[config.mk]
export PLATFORM = sky130hd
export DESIGN_NAME = pipe_core_bridge
export DESIGN_NICKNAME = d
export VERILOG_FILES = /design/src/rtl/pipe_core_bridge_pkg.sv /design/src/rtl/pipe_word_unpacker.sv /design/src/rtl/pipe_core_bridge.sv
export SDC_FILE = /design/constraint.sdc
export NUM_CORES = 1
export LEC_CHECK = 0
export ABC_CLOCK_PERIOD_IN_PS = 2500
export CAP_MARGIN = 15
export CORE_ASPECT_RATIO = 1.4
export CORE_UTILIZATION = 45
export DETAILED_ROUTE_END_ITERATION = 12
export PLACE_DENSITY_LB_ADDON = 0.15
export SLEW_MARGIN = 20
export SYNTH_ARGS = -nofsm -noshare
export SYNTH_HDL_FRONTEND = slang
export SYNTH_SLANG_ARGS = --single-unit
[constraint.sdc]
create_clock -name okClk -period 2.5 [get_ports okClk]
set_clock_uncertainty 0.05 [all_clocks]
set_input_delay 0.5 -clock okClk [delete_from_list [all_inputs] [get_ports okClk]]
set_output_delay 0.5 -clock okClk [all_outputs]
set_load 0.05 [all_outputs]
[src/rtl/pipe_core_bridge_pkg.sv]
// Shared types and constants for the pipe/core bridge: FSM states, host word
// width and the layout of the optional status byte in the top result word.
package pipe_core_bridge_pkg;

  typedef enum logic {
    IDLE = 1'b0,
    RUN  = 1'b1
  } state_t;

  localparam int WORD_W = 32;

  // Fill counter is wide enough to hold 16 and to supply the 4-bit status nibble.
  localparam int FILL_W = 5;

  // Status byte position within the top result word: {err, busy, 2'b0, fill[3:0]}.
  localparam int STAT_LSB      = 24;
  localparam int STAT_W        = 8;
  localparam int STAT_ERR_BIT  = 7;
  localparam int STAT_BUSY_BIT = 6;
  localparam int STAT_FILL_W   = 4;

endpackage

[src/rtl/pipe_word_unpacker.sv]
// Result latch and pipe-out read sequencer: captures the core result on latch
// and serves it one 32-bit word per read, top word first, wrapping.
module pipe_word_unpacker
  import pipe_core_bridge_pkg::*;
#(
  parameter int NOUT = 4
) (
  input  logic                   clk,
  input  logic                   rst,
  input  logic                   latch,
  input  logic [NOUT*WORD_W-1:0] result_in,
  input  logic                   rd,
  output logic [WORD_W-1:0]      data
);

  localparam int RD_IW = (NOUT > 1) ? $clog2(NOUT) : 1;
  localparam logic [RD_IW-1:0] RD_TOP = RD_IW'(NOUT - 1);

  logic [NOUT*WORD_W-1:0] result;
  logic [RD_IW-1:0]       rd_idx;

  always_ff @(posedge clk) begin
    if (rst) begin
      result <= '0;
      rd_idx <= RD_TOP;
      data   <= '0;
    end else begin
      if (rd) begin
        data   <= result[int'(rd_idx)*WORD_W +: WORD_W];
        rd_idx <= (rd_idx == '0) ? RD_TOP : rd_idx - 1'b1;
      end
      // A new result restarts the read sequence at the top word.
      if (latch) begin
        result <= result_in;
        rd_idx <= RD_TOP;
      end
    end
  end

endmodule

[src/rtl/pipe_core_bridge.sv]
// Host pipe to compute-core bridge: packs pipe-in words into core_din, runs the
// core, and unpacks its result to pipe-out. Option: PIPE_CORE_BRIDGE_STATUS_EN.
module pipe_core_bridge
  import pipe_core_bridge_pkg::*;
#(
  parameter int NIN   = 4,
  parameter int NOUT  = 4,
  parameter int RES_W = 16
) (
  input  logic                  okClk,
  input  logic                  rst,
  input  logic [31:0]           pipe_in_data,
  input  logic                  pipe_in_valid,
  input  logic                  pipe_out_read,
  output logic [31:0]           pipe_out_data,
  input  logic                  start_trig,
  output logic                  done_trig,
  output logic                  busy,
  output logic                  err,
  output logic                  core_start,
  output logic [NIN*32-1:0]     core_din,
  input  logic                  core_done,
  input  logic [RES_W-1:0]      core_dout
);

  localparam int IN_IW    = (NIN > 1) ? $clog2(NIN) : 1;
  localparam int RES_BITS = NOUT * WORD_W;
  localparam logic [IN_IW-1:0]  WR_TOP    = IN_IW'(NIN - 1);
  localparam logic [FILL_W-1:0] FILL_FULL = FILL_W'(NIN);

  state_t                 state;
  logic [IN_IW-1:0]       wr_idx;
  logic [FILL_W-1:0]      fill;
  logic                   start_ok;
  logic                   done_ok;
  logic [RES_BITS-1:0]    result_next;

  // Start is judged on the fill count before any coincident write lands.
  assign start_ok = start_trig && (state == IDLE) && (fill == FILL_FULL);
  assign done_ok  = core_done && (state == RUN);

  always_ff @(posedge okClk) begin
    if (rst) begin
      state      <= IDLE;
      core_din   <= '0;
      wr_idx     <= WR_TOP;
      fill       <= '0;
      core_start <= 1'b0;
      done_trig  <= 1'b0;
      err        <= 1'b0;
      busy       <= 1'b0;
    end else begin
      core_start <= start_ok;
      done_trig  <= done_ok;
      case (state)
        IDLE: begin
          if (pipe_in_valid) begin
            core_din[int'(wr_idx)*WORD_W +: WORD_W] <= pipe_in_data;
            wr_idx <= (wr_idx == '0) ? WR_TOP : wr_idx - 1'b1;
            if (fill != FILL_FULL) fill <= fill + 1'b1;
          end
          if (start_trig) begin
            if (start_ok) begin
              state <= RUN;
              busy  <= 1'b1;
            end else begin
              err <= 1'b1;
            end
          end
        end
        RUN: begin
          if (pipe_in_valid || start_trig) err <= 1'b1;
          if (core_done) begin
            state  <= IDLE;
            busy   <= 1'b0;
            fill   <= '0;
            wr_idx <= WR_TOP;
          end
        end
        default: state <= IDLE;
      endcase
    end
  end

`ifdef PIPE_CORE_BRIDGE_STATUS_EN
  localparam int KEEP_W = (RES_W < RES_BITS - STAT_W) ? RES_W : RES_BITS - STAT_W;

  always_comb begin
    result_next = '0;
    result_next[KEEP_W-1:0] = core_dout[KEEP_W-1:0];
    result_next[RES_BITS-WORD_W+STAT_LSB+STAT_ERR_BIT]  = err;
    result_next[RES_BITS-WORD_W+STAT_LSB+STAT_BUSY_BIT] = busy;
    result_next[RES_BITS-WORD_W+STAT_LSB +: STAT_FILL_W] = fill[STAT_FILL_W-1:0];
  end
`else
  always_comb begin
    result_next = '0;
    result_next[RES_W-1:0] = core_dout;
  end
`endif

  pipe_word_unpacker #(
    .NOUT(NOUT)
  ) u_unpacker (
    .clk       (okClk),
    .rst       (rst),
    .latch     (done_ok),
    .result_in (result_next),
    .rd        (pipe_out_read),
    .data      (pipe_out_data)
  );

endmodule

==> results.sh, run 1 <==
export IMPL_dieArea_um2=15200
export IMPL_period_needed_ps=2190
export IMPL_hold_viol=0
export IMPL_grt_pass1_wl_mm=31.1
export IMPL_maxCapViolCount=0
export IMPL_wire_per_inst_um=18.4
export IMPL_p_int_mw=4.49
export IMPL_final_util_pct=64.2
export IMPL_diodes=0
export IMPL_rows=52
export IMPL_finalMaxSlewViolations=0
export IMPL_start_util_pct=45.8
export IMPL_clock_path_buffers=2
export IMPL_vias=6090
export IMPL_critPathKind="flop to output pin"
export IMPL_fillers=1225
export IMPL_seq_area_frac_synth_pct=52.6
export IMPL_dpl_cell_area_um2=8680
export IMPL_die_w_um=105
export IMPL_clkPwrFrac_pct=42.5
export IMPL_drt_pass1_iterations=5
export IMPL_cp_slowest_stage_delay_ps=840
export IMPL_synth_top_cell_area_share_pct=52.6
export IMPL_cp_data_required_time_ps=1950
export IMPL_syn_avg_cell_area_um2=9.21
export IMPL_cp_depth=1
export IMPL_crit_path_end="core_din[45]"
export IMPL_p_sw_share_pct=27.9
export IMPL_area_growth_pct=40.0
export IMPL_postCtsSetupRepairBufs=0
export IMPL_cts_resized=0
export IMPL_timing_final_crit_share_pct=87.5
export IMPL_power_mw=6.22
export IMPL_maxSlewHeadroom_pct=28.6
export IMPL_ctsHoldBuffers=0
export IMPL_timing_rr_start="wr_idx[0]$_SDFFE_PP1P_"
export IMPL_peakVddDrop_mv=0.400
export IMPL_worstSetupStartpointType="flop"
export IMPL_setup_viol=0
export IMPL_drive_above_1_share_pct=6.96
export IMPL_startpoint="core_din[45]$_SDFFE_PP0P_"
export IMPL_grtUsageTotal_pct=25.9
export IMPL_die_y_um=146
export IMPL_layout_nets=954
export IMPL_async_reset_ff_share_pct=0
export IMPL_drc=0
export IMPL_viasPerCell=5.57
export IMPL_path_buf_inv=1
export IMPL_synthesis_area_um2=6620
export IMPL_rrSetupSlack_ps=380
export IMPL_yosys_area_top_type="dfxtp_1"
export IMPL_yosysUniqueCellTypes=37
export IMPL_hold_path_class="input port to flop"
export IMPL_synth_most_common_cell="dfxtp_1"
export IMPL_ys_seq_elements=174
export IMPL_worst_ep_arrival_time_ps=1640
export IMPL_numCtsBuffers=17
export IMPL_finalInstanceArea_um2=9270
export IMPL_max_freq_mhz=457
export IMPL_setup_tns_final_ps=0
export IMPL_grt_setup_unrepaired="no"
export IMPL_powerDensity_nw_per_um2=672
export IMPL_path_delay_family="buffers and inverters"
export IMPL_htreeDepth=4
export IMPL_p_leak_nw=3.27
export IMPL_wirelength_mm=20.1
export IMPL_synth_edff_count=0
export IMPL_crit_slowest_cell="clkdlybuf4s50_1"
export IMPL_timing_rr_end="core_din[40]$_SDFFE_PP0P_"
export IMPL_worstRegToRegCells=6
export IMPL_cts_tree="yes"
export IMPL_coreArea_um2=14400
export IMPL_place_gp_congestion=0.829
export IMPL_ioPinCount=218
export IMPL_clockRootBuffer="clkbuf_16"
export IMPL_place_port_buffers=201
export IMPL_syn_inst=719
export IMPL_synth_warning_count=0
export IMPL_p_seq_share_pct=45.7
export IMPL_clock_sinks=174
export IMPL_p_switching_mw=1.74
export IMPL_ant_nets=0
export IMPL_antenna_found_initial=0
export IMPL_grt_overflow=0
export IMPL_netlist_top_cells_area="dfxtp_1, a32oi_1, nor2_1"
export IMPL_pwr_share_comb_pct=11.8
export IMPL_hold_ws_ps=395
export IMPL_crit_path_max_fanout=2
export IMPL_synth_common_cells="dfxtp_1, nor2_1, a32oi_1"
export IMPL_hpwl_mm=13.5
export IMPL_clk_pin_slew_ps=80
export IMPL_grt_pass1_vias=5956
export IMPL_tightest_slew_ps=1070
export IMPL_grt_max_degree=142
export IMPL_synthFlopType="dfxtp_1"
export IMPL_endpoint_kind="output pin"
export IMPL_run_status="finished, final reports clean"
export IMPL_clk_latency_ps=420
export IMPL_crit_chain="clkdlybuf4s50_1"
export IMPL_drt_iter0_drc=340
[worst min-delay path by stage]
| stage | depth (start not counted) | end | startpoint |
|---|---|---|---|
| floorplan | 2 | u_unpacker.result[0]$_SDFFE_PP0P_ | u_unpacker.result[0]$_SDFFE_PP0P_ |
| global placement | 2 | core_din[84]$_SDFFE_PP0P_ | core_din[84]$_SDFFE_PP0P_ |
| detailed placement | 2 | core_din[75]$_SDFFE_PP0P_ | core_din[75]$_SDFFE_PP0P_ |
| CTS | 2 | u_unpacker.data[0]$_SDFFE_PP0P_ | rst |
| global route | 2 | core_din[104]$_SDFFE_PP0P_ | rst |
| finish | 2 | u_unpacker.data[0]$_SDFFE_PP0P_ | rst |
[power groups by stage]
| stage | sequential [mW] | clock [mW] | combinational, mW |
|---|---|---|---|
| 2_1_floorplan | 3.04 | 0 | 0.341 |
| 3_3_place_gp | 2.91 | 0 | 0.716 |
| 3_5_place_dp | 2.91 | 0 | 0.725 |
| 4_1_cts | 2.85 | 2.70 | 0.728 |
| 5_1_grt | 2.85 | 2.83 | 0.771 |
| 6_report | 2.85 | 2.64 | 0.733 |
[state kept, by name, indices dropped and copies added (netlist names)]
register,flops
busy,1
core_din,128
core_start,1
done_trig,1
err,1
fill,5
state,1
u_unpacker.data,16
u_unpacker.rd_idx,2
u_unpacker.result,16
wr_idx,2
[metrics by stage]
step	instances	setup WS [ps]
global route	1094	251
global placement	1062	335
CTS	1094	305
floorplan	734	643
detailed placement	1062	255
finish	1094	311
[cells by family after synthesis]
| group | Yosys count | share of synthesized area, % |
|---|---|---|
| buffers and inverters | 92 | 7.56 |
| adder cells (fa/ha/maj) | 8 | 1.51 |
| AO/OA/AOI/OAI | 177 | 19.5 |
| flip-flops | 174 | 52.6 |
| AND/OR/NAND/NOR | 267 | 18.7 |
| other | 1 | 0.0566 |
[cell usage in the layout (no fill, tap or decap), types with 2 or more instances in the layout]
cell / n
a21oi_1: 62
conb_1: 16
nor3_1: 3
nand2_1: 65
nand3_2: 2
dfxtp_1: 174
o211ai_1: 2
clkdlybuf4s50_1: 200
nor2b_1: 24
nor2_1: 124
buf_12: 4
buf_4: 20
o21ai_0: 5
nand4b_1: 2
and3b_1: 3
a32oi_1: 102
ha_1: 8
and2_1: 2
inv_6: 6
inv_8: 4
nand3b_1: 5
clkinv_4: 2
a21boi_1: 2
inv_1: 7
clkbuf_16: 17
nand3_1: 28
[final cells by class]
class	count	area [um2]	share of cell area, %
Sequential cell	174	3480	37.6
Multi-Input combinational cell	468	2700	29.1
Timing Repair Buffer	224	2230	24.1
Clock buffer	18	429	4.63
Tap cell	189	236	2.55
Clock inverter	14	161	1.74
Inverter	7	26.3	0.284
[per-layer routing]
metal  track usage [%]  wire length (um)  part of all wire, %  up-vias
li1                  -                 -                    -     2882
met1              29.7              8050                   40     2916
met2              44.1             10000                   50      260
met3              8.46              1540                  7.6       32
met4              10.9               515                  2.6        0
met5                 0                 0                    0        -
Note: power is estimated with default switching activity, not from simulation.
==> run 2, diff against run 1 <==
--- a/config.mk
+++ b/config.mk
@@ -7,10 +7,12 @@
 export LEC_CHECK = 0
 export ABC_CLOCK_PERIOD_IN_PS = 2500
 export CAP_MARGIN = 15
-export CORE_ASPECT_RATIO = 1.4
+export CORE_ASPECT_RATIO = 0.9
 export CORE_UTILIZATION = 45
 export DETAILED_ROUTE_END_ITERATION = 12
 export PLACE_DENSITY_LB_ADDON = 0.15
+export RECOVER_POWER = 50
+export SKIP_CTS_REPAIR_TIMING = 1
 export SLEW_MARGIN = 20
 export SYNTH_ARGS = -nofsm -noshare
 export SYNTH_HDL_FRONTEND = slang
==> run 2 against run 1 <==
Combinational power is 1% lower. Total power is 2.9% higher. Clock-buffer cell count is 1 higher. Largest cell class unchanged. Worst hold slack better by 8.0 ps.
==> results.sh, run 2 (synthesis results as in run 1) <==
export IMPL_crit_slowest_cell="dfxtp_1"
export IMPL_run_status="finished, final reports clean"
export IMPL_coreArea_um2=14200
export IMPL_setup_viol=0
export IMPL_setup_tns_final_ps=0
export IMPL_clk_latency_ps=420
export IMPL_endpoint_kind="flop"
export IMPL_layout_nets=957
export IMPL_clk_pin_slew_ps=70
export IMPL_fillers=1161
export IMPL_p_leak_nw=3.46
export IMPL_multi_input_area_um2=2690
export IMPL_crit_chain="inv_1, ha_1, nor4b_4, clkbuf_2, nand3_1, a21oi_1"
export IMPL_drc=0
export IMPL_drt_pass1_iterations=5
export IMPL_cp_data_required_time_ps=2770
export IMPL_hold_viol=0
export IMPL_viasPerCell=5.55
export IMPL_clockRootBuffer="clkbuf_16"
export IMPL_drt_iter0_drc=378
export IMPL_worstHoldStart="core_din[72]$_SDFFE_PP0P_"
export IMPL_grtUsageTotal_pct=26.3
export IMPL_antenna_found_initial=0
export IMPL_crit_path_max_fanout=16
export IMPL_maxCapViolCount=0
export IMPL_die_w_um=130
export IMPL_final_cell_mix="dfxtp_1, clkdlybuf4s50_1, nor2_1"
export IMPL_regArea_um2=3480
export IMPL_wire_per_inst_um=18.0
export IMPL_area_growth_pct=40.2
export IMPL_grt_max_degree=130
export IMPL_tightest_slew_ps=1410
export IMPL_top_regs="core_din x128, u_unpacker.data x16, u_unpacker.result x16"
export IMPL_clock_path_buffers=2
export IMPL_numCtsBuffers=17
export IMPL_final_cells=1101
export IMPL_start_util_pct=46.6
export IMPL_place_port_buffers=201
export IMPL_diodes=0
export IMPL_peakVddDrop_mv=0.568
export IMPL_ioPinCount=218
export IMPL_placedCellCount=1069
export IMPL_largest_reg_flops=128
export IMPL_dpl_cell_area_um2=8680
export IMPL_rows=41
export IMPL_period_needed_ps=2250
export IMPL_hold_ws_ps=403
export IMPL_timing_final_crit_share_pct=90.1
export IMPL_wirelength_mm=19.9
export IMPL_critPathKind="flop to flop"
export IMPL_dieArea_um2=15200
export IMPL_drive_above_1_share_pct=6.94
export IMPL_layout_commonest_cell="dfxtp_1"
export IMPL_ant_nets=0
export IMPL_finalInstanceArea_um2=9280
export IMPL_cp_slowest_stage_delay_ps=530
export IMPL_hold_path_class="flop to flop"
export IMPL_regMostFlops="core_din"
export IMPL_clock_sinks=174
export IMPL_die_y_um=117
export IMPL_min_to="core_din[72]$_SDFFE_PP0P_"
export IMPL_place_gp_congestion=0.817
export IMPL_worstSetupStartpointType="flop"
export IMPL_timing_rr_start="wr_idx[0]$_SDFFE_PP1P_"
export IMPL_cts_tree="yes"
export IMPL_grt_setup_unrepaired="no"
export IMPL_path_delay_family="buffers and inverters"
export IMPL_hpwl_mm=13.2
export IMPL_grt_pass1_vias=5818
export IMPL_rrSetupSlack_ps=250
export IMPL_timing_rr_end="core_din[76]$_SDFFE_PP0P_"
export IMPL_finalMaxSlewViolations=0
export IMPL_max_freq_mhz=444
export IMPL_grt_pass1_wl_mm=30.5
export IMPL_powerDensity_nw_per_um2=690
export IMPL_vias=6111
export IMPL_hold_depth=2
export IMPL_path_buf_inv=2
export IMPL_maxSlewHeadroom_pct=6.09
export IMPL_htreeDepth=4
export IMPL_worst_ep_arrival_time_ps=2520
export IMPL_grt_overflow=0
export IMPL_worstRegToRegCells=6
-- run 2: worst max-delay path by stage --
stage                                      start                          to  slack (ps)  cells after the start
after floorplan           wr_idx[0]$_SDFFE_PP1P_   core_din[36]$_SDFFE_PP0P_         640                      7
after global placement             pipe_in_valid  core_din[109]$_SDFFE_PP0P_         300                      5
after detailed placement           pipe_in_valid  core_din[110]$_SDFFE_PP0P_         250                      5
after CTS                 wr_idx[0]$_SDFFE_PP1P_  core_din[110]$_SDFFE_PP0P_         310                      6
after global routing      wr_idx[0]$_SDFFE_PP1P_   core_din[71]$_SDFFE_PP0P_          60                      6
final                     wr_idx[0]$_SDFFE_PP1P_   core_din[76]$_SDFFE_PP0P_         250                      6
-- run 2: per-layer routing --
metal / vias up / global-route usage (%) / routed length [um]
li1: 2896 / - / -
met1: 2939 / 31.7 / 8340
met2: 257 / 44.3 / 9370
met3: 19 / 9.32 / 1910
met4: 0 / 7.91 / 233
met5: - / 0 / 0
-- run 2: per-stage QoR --
step	total power, mW	setup slack, ps	util [%]
final	6.41	247	65.3
after global routing	6.60	63.6	65.3
after CTS	6.46	311	65.6
after detailed placement	3.64	250	61.1
after global placement	3.62	302	61.1
after floorplan	3.38	643	-
-- run 2: worst register-to-register path, stage by stage (launching register included) --
cell and delay, ps:
dfxtp_1 530, inv_1 160, ha_1 430, nor4b_4 250
clkbuf_2 410, nand3_1 140, a21oi_1 190
-- run 2: layout make-up --
| cell class | instances | area share [%] |
|---|---|---|
| clock buffer | 19 | 4.88 |
| tap | 193 | 2.60 |
| multi-input combinational | 468 | 29.0 |
| inverter | 7 | 0.283 |
| timing repair buffer | 227 | 23.7 |
| sequential | 174 | 37.5 |
| clock inverter | 13 | 1.99 |
-- run 2: power by group --
group / internal, mW / total, mW / leakage [nW] / switching (mW)
clock: 1.73 / 2.84 / 0.315 / 1.10
sequential: 2.82 / 2.85 / 1.41 / 0.0300
combinational: 0.229 / 0.723 / 1.74 / 0.494
total: 4.78 / 6.41 / 3.46 / 1.63
==> patch 1, RTL diff (settings of run 2) <==
Reset style: asynchronous (`rst`), changed in 2 clocked blocks.
--- a/src/rtl/pipe_word_unpacker.sv
+++ b/src/rtl/pipe_word_unpacker.sv
@@ -20,5 +20,5 @@
   logic [RD_IW-1:0]       rd_idx;
 
-  always_ff @(posedge clk) begin
+  always_ff @(posedge clk or posedge rst) begin
     if (rst) begin
       result <= '0;
--- a/src/rtl/pipe_core_bridge.sv
+++ b/src/rtl/pipe_core_bridge.sv
@@ -40,5 +40,5 @@
   assign done_ok  = core_done && (state == RUN);
 
-  always_ff @(posedge okClk) begin
+  always_ff @(posedge okClk or posedge rst) begin
     if (rst) begin
       state      <= IDLE;
Behaviour: differs if rst is asserted again (counterexample within 4 cycles, from zero or initial values and one cycle with rst high); with rst held inactive, the same outputs for 4 cycles.
==> patch 1 against run 2 <==
Sequential share of layout area rose by 8.2 points. Sequential cell count did not move. Wire length fell by 11%. Setup slack improved by 0.065 ns. Area after synthesis rose by 2.0%. Cell area rose by 2.7%. Highest routed layer unchanged.
Power is not compared: it rests on default switching activity, and its combinational part moved more than twofold at a synthesized area within 25%.
==> patch 1: results <==
group,metric,value,unit
outcome,outcome,"complete, no violations",
global_routing,track_usage,24.3,%
global_routing,first_global_vias,5193,
synth,yosys.cell_count.top_type,"sky130_fd_sc_hd__dfrtp_1",
timing,final-setup-viol-count,0,
worst_setup_path,crit_fanout,25,
worst_setup_path,ff2ff_path_depth,5,
clock_network,clk_path_buf_depth,2,
detailed_routing,drt_pass1_iterations,4,
final_layout,layout-drive-gt1-share,9.92,%
synth,ys_seq_area_share,64.6,%
placement,gp_routability_congestion,0.765,
synth,post_synth_inst_count,506,
worst_setup_path,critPathArrivalTime,2.50,ns
power,worst_ir_drop_vdd,0.000789,V
placement,post_dp_cell_area,9020,sq um
clock_network,clk_latency,0.42,ns
clock_network,cts.reportedPaths.clkPinSlew,0.06,ns
clock_network,htree_num_levels,4,
detailed_routing,route.vias.total,4897,
global_routing,grt_antenna_before_repair,0,
worst_setup_path,critical_path_class,"register to register",
worst_hold_path,hold_class,"register to register",
global_routing,grt_first_pass_wirelength,28800,microns
synth,synth.lib_cells_used.distinct,35,
detailed_routing,dr.first_iter.drc_count,262,
clock_network,root_buffer,"sky130_fd_sc_hd__clkbuf_16",
placement,place.detailed.instances,892,
synth,leading_cell_types_by_total_area_after_synthesis,"sky130_fd_sc_hd__dfrtp_1, sky130_fd_sc_hd__a22o_1, sky130_fd_sc_hd__mux2_2",
synth,yosys-top-cells-count,"sky130_fd_sc_hd__dfrtp_1, sky130_fd_sc_hd__a22o_1, sky130_fd_sc_hd__nand2_1, sky130_fd_sc_hd__o21ai_0, sky130_fd_sc_hd__inv_1",
worst_setup_path,r2r_end,"core_din[13]",
final_layout,top_regs,"core_din (128), u_unpacker.data (16), u_unpacker.result (16)",
placement,dp.final_hpwl,11900,microns
placement,post-place-ws,0.180,ns
final_layout,nets,775,
synth,ys.warnings.count,0,
worst_setup_path,setup.worst_path.start,"wr_idx[0]",
detailed_routing,wire_per_inst,19.0,microns
global_routing,grt_start_max_net_pins,42,
timing,layout_setup_ws,0.312,ns
final_layout,n_antenna_cell,0,
final_layout,num-fill-cells,1107,
timing,timing.max_slew.rel_slack,38.7,%
detailed_routing,finalWirelength,17600,microns
detailed_routing,drt_drc_violations_left,0,
synth,ys_async_sr_fraction,100,%
power,leakagePower,0.00433,uW
placement,io_buffers,201,
clock_network,cts_buffers,17,
-- patch 1: cell type report --
class	instances	area, sq um	area share (%)
clock buffers	24	512	5.37
clock inverters	8	103	1.08
inverters	28	106	1.12
multi-input cells	270	2020	21.2
flip-flops and latches	174	4360	45.7
well taps	198	248	2.60
repair buffers	222	2180	22.9
-- patch 1: worst min path at each step --
stage | cells after the start | startpoint | slack (ns) | end
floorplan | 2 | u_unpacker.result[0] | 0.40 | u_unpacker.data[0]
detailed placement | 2 | u_unpacker.result[7] | 0.42 | u_unpacker.data[7]
global placement | 2 | u_unpacker.result[11] | 0.41 | u_unpacker.data[11]
finish | 2 | busy | 0.43 | busy
global route | 2 | core_din[73] | 0.46 | core_din[73]
CTS | 2 | busy | 0.43 | busy
-- patch 1: metal layers --
layer	up-vias	wire length, microns	track usage (%)
met5	-	0	0
met4	0	217	6.69
met3	13	1090	7.04
met2	182	8320	36.9
met1	2490	7970	34.0
li1	2212	-	-
-- patch 1: report_power, final --
group | internal [uW] | switching [uW]
Sequential | 3890 | 674
Combinational | 2420 | 4490
Clock | 1630 | 1060
Total | 7940 | 6220
-- patch 1: stage by stage --
step	TNS [ns]	power, uW
6_report	0	14200
5_1_grt	0	14800
4_1_cts	0	14300
3_5_place_dp	0	11600
3_3_place_gp	0	11400
2_1_floorplan	-46.14	9080
-- patch 1: critical path, stage by stage, from the launching register on --
cell and delay, ns:
sky130_fd_sc_hd__dfstp_2 0.63, sky130_fd_sc_hd__inv_1 0.11, sky130_fd_sc_hd__ha_1 0.41, sky130_fd_sc_hd__nor4_4 0.33, sky130_fd_sc_hd__buf_4 0.39, sky130_fd_sc_hd__a22o_1 0.19
-- patch 1: kinds of logic (layout without fill, tap and decap cells) --
| kind of cell | after synthesis | in the layout | share of synthesized area, % |
|---|---|---|---|
| multiplexers | 19 | 19 | 3.11 |
| AO/OA/AOI/OAI | 158 | 158 | 18.7 |
| other | 1 | 16 | 0.0555 |
| AND/OR/NAND/NOR | 69 | 69 | 5.89 |
| adder cells (fa/ha/maj) | 8 | 8 | 1.48 |
| flip-flops | 174 | 174 | 64.6 |
| buffers and inverters | 77 | 282 | 6.24 |
==> patch 2, RTL diff (config.mk and constraints of run 2) <==
Made on the original files. The package constant `FILL_W` goes from 5 to 10.
--- a/src/rtl/pipe_core_bridge_pkg.sv
+++ b/src/rtl/pipe_core_bridge_pkg.sv
@@ -11,5 +11,5 @@
 
   // Fill counter is wide enough to hold 16 and to supply the 4-bit status nibble.
-  localparam int FILL_W = 5;
+  localparam int FILL_W = 10;
 
   // Status byte position within the top result word: {err, busy, 2'b0, fill[3:0]}.
Check against the original RTL: same outputs for any inputs over 4 cycles, from zero or initial values and one cycle with rst high; that may be too few to reach the edited logic, so the function may still have changed.
==> patch 2 against run 2 <==
Sequential share of layout area up 1.3 points. Area after synthesis shrank 0.77%. Wire length fell by 8.9%. Power rose by 1.7%. Cell area shrank 0.66%. Sequential cell count increased by 5. Worst hold slack lost 0.0018 ns. Non-clock buffer count decreased by 10. Die area is 0.76% lower. Critical path depth stayed put. Setup slack gained 0.015 ns. Largest cell class unchanged. Highest routed layer unchanged.
==> patch 2: results <==
group,metric,value,unit
worst_setup_path,r2r_end,"core_din[89]",
detailed_routing,dr.first_iter.drc_count,417,
detailed_routing,drt_pass1_iterations,5,
worst_setup_path,critPathArrivalTime,2.54,ns
power,sw_ratio,25.2,%
worst_hold_path,hold-path-endpoint,"core_start",
worst_setup_path,cp-start-kind,"register",
global_routing,grt_first_pass_wirelength,27600,microns
synth,synth.lib_cells_used.distinct,45,
global_routing,track_usage,24.0,%
detailed_routing,route.vias.total,5685,
synth,leading_cell_types_by_total_area_after_synthesis,"sky130_fd_sc_hd__dfxtp_1, sky130_fd_sc_hd__a22oi_1, sky130_fd_sc_hd__nor2_1",
global_routing,first_global_vias,5310,
timing,hold_ws,0.401,ns
global_routing,met2_usage,39.1,%
global_routing,grt_util_met1,29.5,%
worst_setup_path,ff2ff_path_depth,6,
placement,post_dp_cell_area,8640,sq um
final_layout,layout-drive-gt1-share,6.64,%
detailed_routing,met3_wirelength,1640,microns
worst_hold_path,hold_depth,2,
power,worst_ir_drop_vdd,0.000569,V
timing,worst_slew_pin_slew,0.875,ns
detailed_routing,routed-wl-met2,8560,microns
worst_setup_path,crit_fanout,32,
synth,yosys-top-cells-count,"sky130_fd_sc_hd__dfxtp_1, sky130_fd_sc_hd__nor2_1, sky130_fd_sc_hd__a22oi_1, sky130_fd_sc_hd__nand2_1, sky130_fd_sc_hd__clkbuf_1",
placement,post-place-ws,0.209,ns
worst_setup_path,critical_path.reg2reg.startpoint,"wr_idx[0]",
global_routing,grt_start_max_net_pins,103,
final_layout,num-fill-cells,1130,
outcome,outcome,"complete, no violations",
worst_setup_path,r2r_setup_slack,0.26,ns
placement,place.detailed.instances,1049,
final_layout,nets,937,
worst_setup_path,critical-path-slowest-cell,"sky130_fd_sc_hd__nor4b_1",
placement,dp.final_hpwl,11900,microns
detailed_routing,route.detailed.vias_per_inst,5.26,
worst_hold_path,hp-start,"rst",
detailed_routing,drt_met1_wl,7640,microns
global_routing,gr-usage-met3,8.02,%
worst_hold_path,hold_class,"input pin to register",
synth,ys_seq_area_share,54.6,%
placement,gp_routability_congestion,0.803,
==> patch 2: cell count changes after synthesis, sizes merged, moves of 5 or more <==
cell    before  now
a22oi        0  128
a32oi      102    0
nor2       124  159
a21oi       63   34
nand3       30    2
buf         58   34
nand2       65   43
clkbuf      27   37
nor2b       24   16
dfxtp      174  179
xnor2        0    5
==> patch 2: final cells by class <==
class                   instances  area [sq um]  area share [%]
clock inverters                12           179            1.94
multi-input cells             451          2580            28.0
flip-flops and latches        179          3580            38.9
repair buffers                217          2140            23.2
inverters                       9          33.8           0.366
well taps                     193           241            2.62
clock buffers                  20           457            4.95
==> patch 2: power groups by stage <==
stage          Combinational, uW  Clock (uW)  Sequential (uW)
2_1_floorplan                326           0             3170
3_3_place_gp                 729           0             3010
3_5_place_dp                 741           0             3010
4_1_cts                      748        2890             2950
5_1_grt                      781        3010             2950
6_report                     735        2840             2950
==> patch 2: kinds of logic after synthesis <==
logic type                 after synthesis  synth area share, %
and+or+nand+nor                        247                 17.9
DFF                                    179                 54.6
AOI/OAI and AO/OA                      171                 18.2
buffers and inverters                   80                 6.46
adders and majority gates                8                 1.52
xor gates and xnor gates                 7                0.933
muxes                                    2                0.324
other                                    1               0.0571
==> patch 2: how the worst max path moves through the flow <==
stage                     cells after the start  slack (ns)       endpoint
final                                         6        0.26   core_din[89]
after global routing                          6        0.13   core_din[83]
after CTS                                     6        0.28  core_din[119]
after detailed placement                      7        0.21  core_din[119]
after global placement                        5        0.30        fill[0]
after floorplan                               6        0.63  core_din[100]
==> patch 2: critical path, delay by kind of cell, from the launching register on <==
family                   cells  cell delay [ns]
AO/OA/AOI/OAI                1             0.09
adder cells (fa/ha/maj)      1             0.50
buffers and inverters        2             0.43
flip-flops                   1             0.46
AND/OR/NAND/NOR              2             0.64
